==> src/rtl/pipe_ctrl_if.sv <==
// Pipeline-control bundle: hazard observations from the pipeline registers in,
// stall/bubble controls, halted flag and performance counters out.
interface pipe_ctrl_if;
  logic [3:0]  D_icode;
  logic [3:0]  d_srcA;
  logic [3:0]  d_srcB;
  logic [3:0]  E_icode;
  logic [3:0]  E_dstM;
  logic        e_Cnd;
  logic [3:0]  M_icode;
  logic [2:0]  m_stat;
  logic [3:0]  W_icode;
  logic [2:0]  W_stat;

  logic        F_stall;
  logic        D_stall;
  logic        D_bubble;
  logic        E_bubble;
  logic        M_bubble;
  logic        W_stall;
  logic        set_cc;

  logic        halted;
  logic [31:0] cycle_cnt;
  logic [31:0] stall_cnt;
  logic [31:0] bubble_cnt;
  logic [31:0] retire_cnt;

  // No handshake: every signal is a level that is valid each cycle; the
  // controller answers combinationally in the same cycle it sees the inputs.
  modport master (
    output D_icode, d_srcA, d_srcB, E_icode, E_dstM, e_Cnd,
           M_icode, m_stat, W_icode, W_stat,
    input  F_stall, D_stall, D_bubble, E_bubble, M_bubble, W_stall, set_cc,
           halted, cycle_cnt, stall_cnt, bubble_cnt, retire_cnt
  );

  modport slave (
    input  D_icode, d_srcA, d_srcB, E_icode, E_dstM, e_Cnd,
           M_icode, m_stat, W_icode, W_stat,
    output F_stall, D_stall, D_bubble, E_bubble, M_bubble, W_stall, set_cc,
           halted, cycle_cnt, stall_cnt, bubble_cnt, retire_cnt
  );
endinterface

==> src/rtl/pipe_ctrl.sv <==
// Y86-style pipeline hazard controller: load/use, ret and mispredict handling,
// exception drain/halt FSM and free-running performance counters.
module pipe_ctrl (
  input  logic        clk,
  input  logic        rst,
  pipe_ctrl_if.slave  bus,
  output logic [1:0]  state_o
);

  localparam logic [3:0] I_HALT   = 4'h0;
  localparam logic [3:0] I_NOP    = 4'h1;
  localparam logic [3:0] I_MRMOVQ = 4'h5;
  localparam logic [3:0] I_OPQ    = 4'h6;
  localparam logic [3:0] I_JXX    = 4'h7;
  localparam logic [3:0] I_RET    = 4'h9;
  localparam logic [3:0] I_POPQ   = 4'hB;
  localparam logic [3:0] RNONE    = 4'hF;

  localparam logic [2:0] S_AOK = 3'd1;
  localparam logic [2:0] S_HLT = 3'd2;
  localparam logic [2:0] S_ADR = 3'd3;
  localparam logic [2:0] S_INS = 3'd4;

  typedef enum logic [1:0] {
    ST_RUN    = 2'd0,
    ST_DRAIN  = 2'd1,
    ST_HALTED = 2'd2
  } state_t;

  state_t state_q, state_d;

  logic [31:0] cycle_cnt_q,  cycle_cnt_d;
  logic [31:0] stall_cnt_q,  stall_cnt_d;
  logic [31:0] bubble_cnt_q, bubble_cnt_d;
  logic [31:0] retire_cnt_q, retire_cnt_d;

  logic load_use;
  logic ret_pend;
  logic mispred;
  logic exc_m;
  logic exc_w;
  logic halt_edge;

  logic f_stall;
  logic d_stall;
  logic d_bubble;
  logic e_bubble;
  logic m_bubble;
  logic w_stall;
  logic cc_en;

  // Hazard detection
  always_comb begin
    load_use = ((bus.E_icode == I_MRMOVQ) || (bus.E_icode == I_POPQ)) &&
               (bus.E_dstM != RNONE) &&
               ((bus.E_dstM == bus.d_srcA) || (bus.E_dstM == bus.d_srcB));
    ret_pend = (bus.D_icode == I_RET) || (bus.E_icode == I_RET) ||
               (bus.M_icode == I_RET);
    mispred  = (bus.E_icode == I_JXX) && !bus.e_Cnd;
    exc_m    = (bus.m_stat == S_ADR) || (bus.m_stat == S_INS) ||
               (bus.m_stat == S_HLT);
    exc_w    = (bus.W_stat == S_ADR) || (bus.W_stat == S_INS) ||
               (bus.W_stat == S_HLT);
  end

  // State transitions; exc_w beats exc_m when both arrive together
  always_comb begin
    state_d = state_q;
    unique case (state_q)
      ST_RUN: begin
        if (exc_w)      state_d = ST_HALTED;
        else if (exc_m) state_d = ST_DRAIN;
      end
      ST_DRAIN: begin
        if (exc_w)       state_d = ST_HALTED;
        else if (!exc_m) state_d = ST_RUN;
      end
      ST_HALTED: state_d = ST_HALTED;
      default:   state_d = ST_RUN;
    endcase
  end

  // Control outputs. load_use owns D when it collides with a pending ret.
  always_comb begin
    f_stall  = 1'b0;
    d_stall  = 1'b0;
    d_bubble = 1'b0;
    e_bubble = 1'b0;
    m_bubble = 1'b0;
    w_stall  = 1'b0;
    cc_en    = 1'b0;
    if (rst) begin
      f_stall = 1'b0;
    end else if (state_q == ST_HALTED) begin
      f_stall  = 1'b1;
      d_stall  = 1'b1;
      w_stall  = 1'b1;
      m_bubble = 1'b1;
    end else begin
      f_stall  = load_use | ret_pend;
      d_stall  = load_use;
      d_bubble = mispred | (ret_pend & !load_use);
      e_bubble = mispred | load_use;
      m_bubble = exc_m | exc_w;
      w_stall  = exc_w;
      cc_en    = (bus.E_icode == I_OPQ) & !exc_m & !exc_w;
    end
  end

  assign halt_edge = (state_q != ST_HALTED) && (state_d == ST_HALTED);

  // Counters only move outside HALTED; the halting HLT instruction retires once.
  always_comb begin
    cycle_cnt_d  = cycle_cnt_q;
    stall_cnt_d  = stall_cnt_q;
    bubble_cnt_d = bubble_cnt_q;
    retire_cnt_d = retire_cnt_q;
    if (state_q != ST_HALTED) begin
      cycle_cnt_d = cycle_cnt_q + 32'd1;
      if (d_stall)
        stall_cnt_d = stall_cnt_q + 32'd1;
      if (d_bubble || e_bubble)
        bubble_cnt_d = bubble_cnt_q + 32'd1;
      if (((bus.W_stat == S_AOK) && (bus.W_icode != I_NOP)) ||
          (halt_edge && (bus.W_stat == S_HLT)))
        retire_cnt_d = retire_cnt_q + 32'd1;
    end
  end

  always_ff @(posedge clk) begin
    if (rst) begin
      state_q      <= ST_RUN;
      cycle_cnt_q  <= 32'd0;
      stall_cnt_q  <= 32'd0;
      bubble_cnt_q <= 32'd0;
      retire_cnt_q <= 32'd0;
    end else begin
      state_q      <= state_d;
      cycle_cnt_q  <= cycle_cnt_d;
      stall_cnt_q  <= stall_cnt_d;
      bubble_cnt_q <= bubble_cnt_d;
      retire_cnt_q <= retire_cnt_d;
    end
  end

  assign bus.F_stall    = f_stall;
  assign bus.D_stall    = d_stall;
  assign bus.D_bubble   = d_bubble;
  assign bus.E_bubble   = e_bubble;
  assign bus.M_bubble   = m_bubble;
  assign bus.W_stall    = w_stall;
  assign bus.set_cc     = cc_en;
  assign bus.halted     = (state_q == ST_HALTED) && !rst;
  assign bus.cycle_cnt  = cycle_cnt_q;
  assign bus.stall_cnt  = stall_cnt_q;
  assign bus.bubble_cnt = bubble_cnt_q;
  assign bus.retire_cnt = retire_cnt_q;
  assign state_o        = state_q;

  // HALT icode is decoded upstream; referenced here only to keep the encoding table complete.
  logic unused_halt_code;
  assign unused_halt_code = ^I_HALT;

endmodule

==> src/flat_wrapper.sv <==
// flat-port wrapper written by rule: the top's interface ports become plain ports
module pipe_ctrl_flat 
  (clk, rst, state_o, bus_D_icode, bus_d_srcA, bus_d_srcB, bus_E_icode, bus_E_dstM, bus_e_Cnd, bus_M_icode, bus_m_stat, bus_W_icode, bus_W_stat, bus_F_stall, bus_D_stall, bus_D_bubble, bus_E_bubble, bus_M_bubble, bus_W_stall, bus_set_cc, bus_halted, bus_cycle_cnt, bus_stall_cnt, bus_bubble_cnt, bus_retire_cnt);
  pipe_ctrl_if bus_i ();
  input  logic clk;
  input  logic rst;
  output logic [1:0] state_o;
  input wire logic [$bits(bus_i.D_icode)-1:0] bus_D_icode;
  input wire logic [$bits(bus_i.d_srcA)-1:0] bus_d_srcA;
  input wire logic [$bits(bus_i.d_srcB)-1:0] bus_d_srcB;
  input wire logic [$bits(bus_i.E_icode)-1:0] bus_E_icode;
  input wire logic [$bits(bus_i.E_dstM)-1:0] bus_E_dstM;
  input wire logic [$bits(bus_i.e_Cnd)-1:0] bus_e_Cnd;
  input wire logic [$bits(bus_i.M_icode)-1:0] bus_M_icode;
  input wire logic [$bits(bus_i.m_stat)-1:0] bus_m_stat;
  input wire logic [$bits(bus_i.W_icode)-1:0] bus_W_icode;
  input wire logic [$bits(bus_i.W_stat)-1:0] bus_W_stat;
  output wire logic [$bits(bus_i.F_stall)-1:0] bus_F_stall;
  output wire logic [$bits(bus_i.D_stall)-1:0] bus_D_stall;
  output wire logic [$bits(bus_i.D_bubble)-1:0] bus_D_bubble;
  output wire logic [$bits(bus_i.E_bubble)-1:0] bus_E_bubble;
  output wire logic [$bits(bus_i.M_bubble)-1:0] bus_M_bubble;
  output wire logic [$bits(bus_i.W_stall)-1:0] bus_W_stall;
  output wire logic [$bits(bus_i.set_cc)-1:0] bus_set_cc;
  output wire logic [$bits(bus_i.halted)-1:0] bus_halted;
  output wire logic [$bits(bus_i.cycle_cnt)-1:0] bus_cycle_cnt;
  output wire logic [$bits(bus_i.stall_cnt)-1:0] bus_stall_cnt;
  output wire logic [$bits(bus_i.bubble_cnt)-1:0] bus_bubble_cnt;
  output wire logic [$bits(bus_i.retire_cnt)-1:0] bus_retire_cnt;
  assign bus_i.D_icode = bus_D_icode;
  assign bus_i.d_srcA = bus_d_srcA;
  assign bus_i.d_srcB = bus_d_srcB;
  assign bus_i.E_icode = bus_E_icode;
  assign bus_i.E_dstM = bus_E_dstM;
  assign bus_i.e_Cnd = bus_e_Cnd;
  assign bus_i.M_icode = bus_M_icode;
  assign bus_i.m_stat = bus_m_stat;
  assign bus_i.W_icode = bus_W_icode;
  assign bus_i.W_stat = bus_W_stat;
  assign bus_F_stall = bus_i.F_stall;
  assign bus_D_stall = bus_i.D_stall;
  assign bus_D_bubble = bus_i.D_bubble;
  assign bus_E_bubble = bus_i.E_bubble;
  assign bus_M_bubble = bus_i.M_bubble;
  assign bus_W_stall = bus_i.W_stall;
  assign bus_set_cc = bus_i.set_cc;
  assign bus_halted = bus_i.halted;
  assign bus_cycle_cnt = bus_i.cycle_cnt;
  assign bus_stall_cnt = bus_i.stall_cnt;
  assign bus_bubble_cnt = bus_i.bubble_cnt;
  assign bus_retire_cnt = bus_i.retire_cnt;
  pipe_ctrl u_core (.clk(clk), .rst(rst), .bus(bus_i), .state_o(state_o));
endmodule
==> config.mk <==
export PLATFORM = sky130hd
export DESIGN_NAME = pipe_ctrl_flat
export DESIGN_NICKNAME = d
export VERILOG_FILES = /design/src/rtl/pipe_ctrl_if.sv /design/src/rtl/pipe_ctrl.sv /design/src/flat_wrapper.sv
export SDC_FILE = /design/constraint.sdc
export NUM_CORES = 1
export LEC_CHECK = 0
export ABC_AREA = 1
export CAP_MARGIN = 15
export CORE_UTILIZATION = 52
export DETAILED_ROUTE_END_ITERATION = 8
export GPL_ROUTABILITY_DRIVEN = 0
export PLACE_DENSITY_LB_ADDON = 0.15
export RECOVER_POWER = 100
export SYNTH_ARGS = -nofsm -noshare
export SYNTH_HDL_FRONTEND = slang
export SYNTH_SLANG_ARGS = --single-unit
==> constraint.sdc <==
create_clock -name clk -period 2.7 [get_ports clk]
set_clock_uncertainty 0.15 [all_clocks]
set_input_delay 0.81 -clock clk [delete_from_list [all_inputs] [get_ports clk]]
set_output_delay 0.81 -clock clk [all_outputs]
set_load 0.02 [all_outputs]
==> out/metrics.cfg, run 1 <==
[synth]
yosysWarnings = 0
synth_common_cells = 358 x nand2_1, 163 x nor2_1, 130 x dfxtp_1, 124 x inv_1, 71 x nand3_1
synth_area_per_cell_um2 = 6.49
synth_most_common_cell = nand2_1
synth_top_area_cell = dfxtp_1
syn_nets = 1296
ys_seq_elements = 130
syn_inst = 1255
synthArstFlopShare_pct = 0
synth_top_area_share_pct = 32.0
seq_area_frac_synth_pct = 32.0
synth_cell_type_count = 41
ys_top_cells_by_area = dfxtp_1 32%, nand2_1 17%, nor2_1 7.5%
synth_ff_type = dfxtp_1
synth_edf_count = 0
syn_area_um2 = 8140

[critical_path]
cp_max_fo = 2
crit_type = in2out
critPathCaptureType = primary output
crit_path_start_kind = primary input
crit_arrival_ns = 1.78
required_ns = 1.74

[timing]
max_slew_margin_pct = 43.3
setup_slack_ns = -0.0369
finalMaxSlewViolations = 0
worst_pin_slew_ns = 0.851
rsz0062_at_grt = true
timing.fmax_ghz = 0.365
fin_crit_sh_pct = 101
timing_hold_violations_final = 0
finalSetupViolations = 2
hold_ws_ns = 0.350
period_needed_ns = 2.74

[drt]
postRouteAntennaNets = 0
drc_errors = 0
drtIter0Drc = 640
vias = 8826
wl_per_cell_um = 14.0
first_pass_iters = 5
via_per_inst = 5.25
drt-total-wl_um = 23500

[cells_and_area]
final_cells = 1682
layout.nets = 1500
diodes = 0
drive_gt1_share_pct = 13.9
area_growth_pct = 33.6

[power_and_ir_drop]
p_comb_share_pct = 10.1
p_leak_nw = 3.84
powerDensity_nw_per_um2 = 444
max-vdd-ir-drop_mv = 0.440
clock_power_share_pct = 48.8
swShare_pct = 24.6
seqPwrFrac_pct = 41.0
internal_power_mw = 3.64
p_sw_mw = 1.19

[placement]
dp_cells = 1634
io_buffers = 174
place_hpwl_um = 16700

[cts]
clk_latency_ns = 0.43
clock_sinks = 130
cts_max_level = 4
clk_path_buf_depth = 2
numCtsBuffers = 17
cts_tree = yes
cts.clk_slew.worst_paths_ns = 0.05
root_buffer = clkbuf_16

[floorplan]
rows = 45
coreArea_um2 = 15300
die_y_um = 127
die_width_um = 127
io_pins = 175
design.die.area_um2 = 16200
initial_core_util_pct = 53.3

[grt]
antenna_found_initial = 0
grt_overflow = 0
grtUsageMet1_pct = 38.2
grt.met2_usage_pct = 48.7
grt_pass1_vias = 8078
busiest_layer = met2
grt_usage_pct = 29.4
grt_use_met3_pct = 4.94
grt_max_degree = 62
grt_pass1_wl_um = 38400

[job]
drv_cap = 0

[status]
status = finished with violations
violations = setup timing

[worst_hold_path]
min_path_type = reg2reg

## registers in the layout (all words and copies together), names as in the netlist
register / count
u_core.bus.bubble_cnt: 32
u_core.bus.stall_cnt: 32
u_core.state_o: 2
u_core.bus.cycle_cnt: 32
u_core.bus.retire_cnt: 32
## per-layer routing
| metal | part of all wire, % | wire length [um] |
|---|---|---|
| met1 | 45 | 10500 |
| met2 | 47 | 11000 |
| met3 | 6.3 | 1490 |
| met4 | 2.2 | 519 |
| met5 | 0 | 0 |
## stage by stage
step	cell area [um2]	util [%]	total power, mW	setup WS (ns)	TNS, ns
finish	10900	71.3	4.83	-0.0369	-0.0485
global route	10900	71.3	4.99	-0.101	-0.340
CTS	10900	71.7	4.84	-0.0291	-0.0577
detailed placement	10200	66.7	2.48	-1.02	-17.76
global placement	10200	66.7	2.47	-0.993	-17.59
floorplan	8150	-	2.26	-0.00102	-0.00102
## cells by family (layout without fill, tap and decap cells)
family          after synthesis  in the layout  share of synthesized area (%)
compound gates              137            137                           10.3
xor+xnor                     71             71                           7.64
fa+ha+maj                     4              4                          0.615
buf+inv                     165            381                           8.87
flops                       130            130                           32.0
simple gates                748            748                           40.6
## worst max-delay path, stage by stage
cell and delay (ns):
buf_2 0.10, nor2_1 0.13, nand3_2 0.11, nand3_2 0.09, nand2_2 0.07, buf_6 0.12
inv_4 0.05, nand3_4 0.08, o31ai_4 0.08, buf_12 0.15
## power by group through the flow
stage | sequential, mW | clock [mW] | combinational (mW)
global route | 1.99 | 2.47 | 0.532
global placement | 2.02 | 0 | 0.450
CTS | 1.98 | 2.38 | 0.488
detailed placement | 2.02 | 0 | 0.456
floorplan | 2.05 | 0 | 0.217
finish | 1.98 | 2.36 | 0.490
## cells in the final DEF, fill, tap and decap left out, drive strengths merged, types with 18 or more instances in the layout
cell type | synthesis | final
clkbuf | 12 | 36
buf | 23 | 63
clkdlybuf4s50 | 0 | 134
nor2 | 173 | 173
nor3 | 66 | 66
nand3 | 76 | 76
dfxtp | 130 | 130
nand2 | 393 | 393
nand4 | 18 | 18
o21ai | 23 | 23
inv | 130 | 130
a21oi | 97 | 97
xor2 | 54 | 54
## timing repair
action                                  in CTS  in global routing
buffers inserted                            15                  2
pin swaps                                   39                 19
endpoints found under the setup margin       8                  8
resized for setup                          177                 18
hold buffers                                 0                  0
## layout make-up
| cell class | instances | area, um2 |
|---|---|---|
| clock buffers | 21 | 460 |
| clock inverters | 10 | 134 |
| fillers | 1354 | 4390 |
| inverters | 130 | 510 |
| multi-input cells | 960 | 4890 |
| flip-flops and latches | 130 | 2600 |
| well taps | 211 | 264 |
| repair buffers | 220 | 2010 |
## path summary, 6_finish.rpt
check	cells past startpoint	slack, ns	to	from
setup / recovery	10	-0.04	bus_D_bubble	bus_M_icode[2]
hold / removal	2	0.35	u_core.bus.stall_cnt[31]	u_core.bus.stall_cnt[31]
setup reg to reg	11	0.27	u_core.bus.retire_cnt[11]	u_core.state_o[1]
hold reg to reg	2	0.35	u_core.bus.stall_cnt[31]	u_core.bus.stall_cnt[31]
(Power assumes the default switching activity.)
==> run 2, diff against run 1 <==
--- a/config.mk
+++ b/config.mk
@@ -12,6 +12,7 @@
 export GPL_ROUTABILITY_DRIVEN = 0
 export PLACE_DENSITY_LB_ADDON = 0.15
 export RECOVER_POWER = 100
+export SLEW_MARGIN = 20
 export SYNTH_ARGS = -nofsm -noshare
 export SYNTH_HDL_FRONTEND = slang
 export SYNTH_SLANG_ARGS = --single-unit
==> results of run 2 <==
No change in the layout: final DEF, timing and power equal those of run 1.
